File: config.mk
export PLATFORM = sky130hd
export DESIGN_NAME = fetch_stage
export DESIGN_NICKNAME = d
export VERILOG_FILES = /design/src/rtl/leglite_pkg.sv /design/src/rtl/fetch_next_pc.sv /design/src/rtl/fetch_stage.sv
export SDC_FILE = /design/constraint.sdc
export NUM_CORES = 1
export LEC_CHECK = 0
export BUFFER_PORTS_ARGS = -buffer_cell sky130_fd_sc_hd__buf_2
export CAP_MARGIN = 25
export CORE_UTILIZATION = 45
export DETAILED_ROUTE_END_ITERATION = 12
export HOLD_SLACK_MARGIN = 0.12
export PLACE_DENSITY = 0.76
export SKIP_CTS_REPAIR_TIMING = 1
export SLEW_MARGIN = 20
export SYNTH_ARGS = -nofsm -noshare
export SYNTH_HDL_FRONTEND = slang
export SYNTH_HIERARCHICAL = 1
export SYNTH_SLANG_ARGS = --single-unit
File: constraint.sdc
create_clock -name clk -period 1.9 [get_ports clk]
set_clock_uncertainty 0.2 [all_clocks]
set_input_delay 0.095 -clock clk [delete_from_list [all_inputs] [get_ports clk]]
set_output_delay 0.095 -clock clk [all_outputs]
set_load 0.01 [all_outputs]
File: src/rtl/leglite_pkg.sv
// Shared LEGLite pipeline types and constants.
// Used by the fetch stage and its next-PC helper.
package leglite_pkg;

    localparam int INSTR_W = 17;
    localparam int ADDR_W  = 16;

    localparam logic [3:0] OPC_J = 4'd8;

    localparam logic [INSTR_W-1:0] NOP_INSTR = 17'd0;

    typedef struct packed {
        logic              valid;
        logic [INSTR_W-1:0] instr;
        logic [ADDR_W-1:0]  pc_plus2;
    } ifid_t;

    localparam ifid_t IFID_BUBBLE = '{
        valid:    1'b0,
        instr:    NOP_INSTR,
        pc_plus2: '0
    };

    function automatic logic is_jump(input logic [INSTR_W-1:0] instr);
        return instr[16:13] == OPC_J;
    endfunction

endpackage

File: src/rtl/fetch_next_pc.sv
// Next-PC selection for the fetch stage.
// Early jump decode is built in when FETCH_EARLY_JUMP_EN is defined.
module fetch_next_pc
    import leglite_pkg::*;
(
    input  logic [ADDR_W-1:0]  pc,
    input  logic [INSTR_W-1:0] idata,
    input  logic               redirect_valid,
    input  logic [ADDR_W-1:0]  redirect_addr,
    input  logic               stall,
    output logic [ADDR_W-1:0]  pc_plus2,
    output logic [ADDR_W-1:0]  next_pc
);

    logic [ADDR_W-1:0] seq_pc;
    logic [ADDR_W-1:0] target;

    assign pc_plus2 = pc + 16'd2;
    assign target   = {redirect_addr[15:1], 1'b0};

`ifdef FETCH_EARLY_JUMP_EN
    // Jump target is a word index, so it is shifted into a byte address.
    assign seq_pc = is_jump(idata)
                  ? {2'b00, idata[12:0], 1'b0}
                  : pc_plus2;
`else
    logic unused_idata;
    assign unused_idata = ^idata;
    assign seq_pc       = pc_plus2;
`endif

    always_comb begin
        next_pc = seq_pc;
        unique case (1'b1)
            redirect_valid:          next_pc = target;
            !redirect_valid && stall: next_pc = pc;
            default:                 next_pc = seq_pc;
        endcase
    end

endmodule

File: src/rtl/fetch_stage.sv
// LEGLite instruction fetch: PC register and IF/ID pipeline register.
// Optional zero-bubble jump resolution via FETCH_EARLY_JUMP_EN.
module fetch_stage
    import leglite_pkg::*;
#(
    parameter logic [ADDR_W-1:0] RESET_PC = 16'h0000
) (
    input  logic               clk,
    input  logic               rst_n,
    output logic [ADDR_W-1:0]  iaddr,
    input  logic [INSTR_W-1:0] idata,
    input  logic               stall,
    input  logic               flush,
    input  logic               redirect_valid,
    input  logic [ADDR_W-1:0]  redirect_addr,
    output logic               ifid_valid,
    output logic [INSTR_W-1:0] ifid_instr,
    output logic [ADDR_W-1:0]  ifid_pc_plus2
);

    logic [ADDR_W-1:0] pc_q;
    logic [ADDR_W-1:0] pc_d;
    logic [ADDR_W-1:0] pc_plus2;
    ifid_t             ifid_q;
    ifid_t             ifid_d;

    fetch_next_pc u_next_pc (
        .pc             (pc_q),
        .idata          (idata),
        .redirect_valid (redirect_valid),
        .redirect_addr  (redirect_addr),
        .stall          (stall),
        .pc_plus2       (pc_plus2),
        .next_pc        (pc_d)
    );

    // Flush beats stall for IF/ID; the PC side is handled in fetch_next_pc.
    always_comb begin
        ifid_d = ifid_q;
        unique case (1'b1)
            redirect_valid: ifid_d = IFID_BUBBLE;
            !redirect_valid && flush: ifid_d = IFID_BUBBLE;
            !redirect_valid && !flush && stall: ifid_d = ifid_q;
            !redirect_valid && !flush && !stall: begin
                ifid_d.valid    = 1'b1;
                ifid_d.instr    = idata;
                ifid_d.pc_plus2 = pc_plus2;
            end
            default: ifid_d = ifid_q;
        endcase
    end

    always_ff @(posedge clk or negedge rst_n) begin
        if (!rst_n) begin
            pc_q   <= RESET_PC;
            ifid_q <= IFID_BUBBLE;
        end else begin
            pc_q   <= pc_d;
            ifid_q <= ifid_d;
        end
    end

    assign iaddr         = pc_q;
    assign ifid_valid    = ifid_q.valid;
    assign ifid_instr    = ifid_q.instr;
    assign ifid_pc_plus2 = ifid_q.pc_plus2;

endmodule
==> impl_results.md <==
* Outcome: finished clean
* Number of flops mapped to enable cells by yosys at 0
* Total length of routed wires at between 5000 and 6000 um
* Number of nets at the end of the flow at 399
* Syn Inst Count at approximately 240
* Number of slew-limit violations in the final report at 0
* Initial cell density of the core at between 40% and 50%
* Relative contribution of the clock network to total power at 28.5%
* Layout overhead on the synthesized area at 39.0%
* Met2 Routed Length at 2950 um
* Total of flip-flops plus latches after synthesis at 50
* Routed length on met1 at ~2600 um
* Antenna viol nets, final at 0
* TritonCTS clock tree: yes
* Fillers at 462
* Clk Latency, worst-skew pair at approximately 0.30 ns
* Area share of the leading cell type in the synthesized netlist at around half
* DRC marker count from the first detailed-route iteration at 131
* Cell types with the largest area share after synthesis: sky130_fd_sc_hd__dfrtp_1 49%, sky130_fd_sc_hd__mux2i_1 13%, sky130_fd_sc_hd__nor2_1 5.9%, sky130_fd_sc_hd__xnor2_1 5.9%, sky130_fd_sc_hd__xor2_1 3.4%
* Share of final-layout standard cells stronger than drive strength 1 at 33.5%
* Die X at just under 80 um
* Unrepaired setup endpoints after global routing: no
* Final critical-path setup slack at ~0.12 ns
* Vertical extent of the die at 77.2 um
* Switching part of the total at 27.6%
* Path class of the lowest-slack min-delay path: in -> async
* Antenna diode count at 0
* Via count of the first global-routing pass at 1,926
* PwrDens at 665 nW/um2
* First drt pass iteration count at 4
* Pin count of the biggest net entering global routing at 31
* Switching pwr at 648 uW
* Synthesized area divided by synthesized cell count at between 10 and 15 um2
* Clock transition time at the flip-flop clock pins of the worst setup and hold paths at 0.09 ns
* TritonCTS Sinks at 50
* Max-capacitance violation count at 0
* Number of standard-cell rows in the floorplan at 27
* Worst relative slew slack at between 60 and 70%
* Critical path class: reg -> reg
* Overflow left after global routing at 0
* Post-DR vias/cell at 4.84
* Routability congestion estimate at about 0.79
* Most area-hungry cell type in the Yosys netlist: sky130_fd_sc_hd__dfrtp_1
* Sequential fraction of the synthesis area at about half
* Maximum vdd ir drop at about 330 uV
* Number of buffers created by CTS at 5
* Number of antenna violations at the first check in global routing at 0
* Count of vias placed by the detailed router at 2,097
* Maximum root-to-sink buffer count at 2
* Leading cell types in the layout, fill and taps excluded: 86 x sky130_fd_sc_hd__buf_2, 48 x sky130_fd_sc_hd__dfrtp_1, 40 x sky130_fd_sc_hd__nor2_1
* Top Metal Used: met4
* Number of placed I/O pins at 88
* Final period util at approximately 94%
* CP arrival at 1.77 ns
* Shortest clock period the worst path allows after layout at 1.78 ns
* Pre-CTS WS at 0.0814 ns
* Fmax at 560 MHz
* Slew of the pin with the lowest slew margin at approximately 0.59 ns
* Total Negative Setup Slacks at 0 ns
* Total internal power at 1.70 mW
* Average wire length per cell after detail routing at 13.5 um
* Final total power at 2.35 mW
* Cell leakage power at between 1.5 and 2 nW
* Number of hold violations in the final report at 0
* Netlist Area Pre-Place at 2540 um2
* Number of endpoints failing setup at the final stage at 0
* Number of nets in the synthesized netlist at 274
* Worst Setup Start Kind: flip-flop
* Top_reg_cell synth: sky130_fd_sc_hd__dfrtp_1
* HPWL after detailed placement at roughly 4000 um
* Syn. warnings at 6
* Overall die area at between 5000 and 6000 um2
* Global routing usage summed across all routing layers at 18.4%
* Number of design rule violations left after detail routing at 0
* Number of levels in the clock H-tree at 2
* Required arrival time at the worst endpoint at 1.89 ns
* Share of power burned in registers at about half
* Largest fanout on the critical path at 4
* Count of buffers inserted at the top-level ports at 86
* Wire length of the first global-routing pass at 8690 um
* Share of flip-flops with an asynchronous set or reset at 100%
* Core footprint at 5470 um2
* Final cell area excluding filler cells at about 3500 um2
* CP endpoint kind: flip-flop
* Most common cell after layout, fill and taps aside: sky130_fd_sc_hd__buf_2
* Area post-placement at 3030 um2
* Core utilization of the finished layout at 64.6%
* Number of unique standard cell types used by synthesis at 31
* Combinational share of power at about a fifth
* Wire length on met3 at 216 um
* Root Driver: sky130_fd_sc_hd__clkbuf_8
cell families after synthesis:
logic type      Yosys count  share of synthesized area [%]
simple gates             86                           18.2
flops                    50                           49.2
mux                      35                           13.8
xor+xnor                 27                           9.30
buf+inv                  21                           6.00
compound gates           15                           2.95
fa+ha+maj                 1                          0.492
flip-flops by register name, summed over array words and instances, names as in the netlist:
register / cells
iaddr: 16
ifid_valid: 1
ifid_instr: 17
ifid_pc_plus2: 16
Yosys cell counts (2+ instances only):
| cell | number |
|---|---|
| sky130_fd_sc_hd__xor2_1 | 10 |
| sky130_fd_sc_hd__nor3_1 | 7 |
| sky130_fd_sc_hd__xnor2_1 | 17 |
| sky130_fd_sc_hd__nor2_1 | 40 |
| sky130_fd_sc_hd__mux2i_1 | 34 |
| sky130_fd_sc_hd__clkbuf_1 | 6 |
| sky130_fd_sc_hd__nand4_4 | 3 |
| sky130_fd_sc_hd__nand2_1 | 18 |
| sky130_fd_sc_hd__o21ai_1 | 6 |
| sky130_fd_sc_hd__buf_8 | 3 |
| sky130_fd_sc_hd__nor2b_1 | 2 |
| sky130_fd_sc_hd__buf_4 | 2 |
| sky130_fd_sc_hd__buf_2 | 2 |
| sky130_fd_sc_hd__nand3_1 | 3 |
| sky130_fd_sc_hd__dfrtp_1 | 50 |
| sky130_fd_sc_hd__inv_1 | 4 |
| sky130_fd_sc_hd__buf_6 | 4 |
| sky130_fd_sc_hd__nor4_2 | 4 |
| sky130_fd_sc_hd__o21ai_0 | 8 |
worst max-delay path, stage by stage (launching register included):
cell and delay (ns):
sky130_fd_sc_hd__dfrtp_1 0.40, sky130_fd_sc_hd__buf_4 0.15, sky130_fd_sc_hd__nand4_1 0.23, sky130_fd_sc_hd__nor4_2 0.32, sky130_fd_sc_hd__xor2_1 0.10, sky130_fd_sc_hd__mux2_2 0.26
power by group through the flow:
stage	registers, mW	logic [mW]	clock network, mW
floorplan	1.23	0.236	0
global placement	1.21	0.402	0
detailed placement	1.21	0.417	0
CTS	1.19	0.420	0.695
global route	1.20	0.531	0.723
finish	1.20	0.485	0.671
stage by stage:
stage	cells	hold slack [ns]
after CTS	395	-0.426
after detailed placement	387	-0.0954
final	433	0.0967
after floorplan	235	-0.401
after global placement	386	-0.0973
after global routing	433	0.134
layout make-up:
cell class / instances / area (um2) / share of cell area, %
multi-input cells: 164 / 1160 / 32.7
inverters: 4 / 15.0 / 0.425
well taps: 72 / 90.1 / 2.55
clock inverters: 1 / 8.76 / 0.248
clock buffers: 7 / 96.3 / 2.73
flip-flops and latches: 50 / 1250 / 35.5
repair buffers: 135 / 913 / 25.8
worst paths after layout:
path	from	endpoint	slack, ns	cells past startpoint
worst max-delay path	iaddr[2]	iaddr[12]	0.12	5
worst min-delay path	rst_n	ifid_pc_plus2[9]	0.1	2
worst max register to register	iaddr[2]	iaddr[12]	0.12	5
worst min register to register	ifid_pc_plus2[1]	ifid_pc_plus2[1]	0.32	2
max in group asynchronous	rst_n	iaddr[5]	0.82	3
min in group clk	stall	iaddr[7]	0.12	4
metal layers:
metal / GRT usage, % / up-vias
met4: 6.23 / 0
met1: 23.8 / 994
met2: 30.5 / 56
li1: - / 1036
met5: 0 / -
met3: 3.69 / 11
No activity file was read; power rests on OpenSTA's default activity.
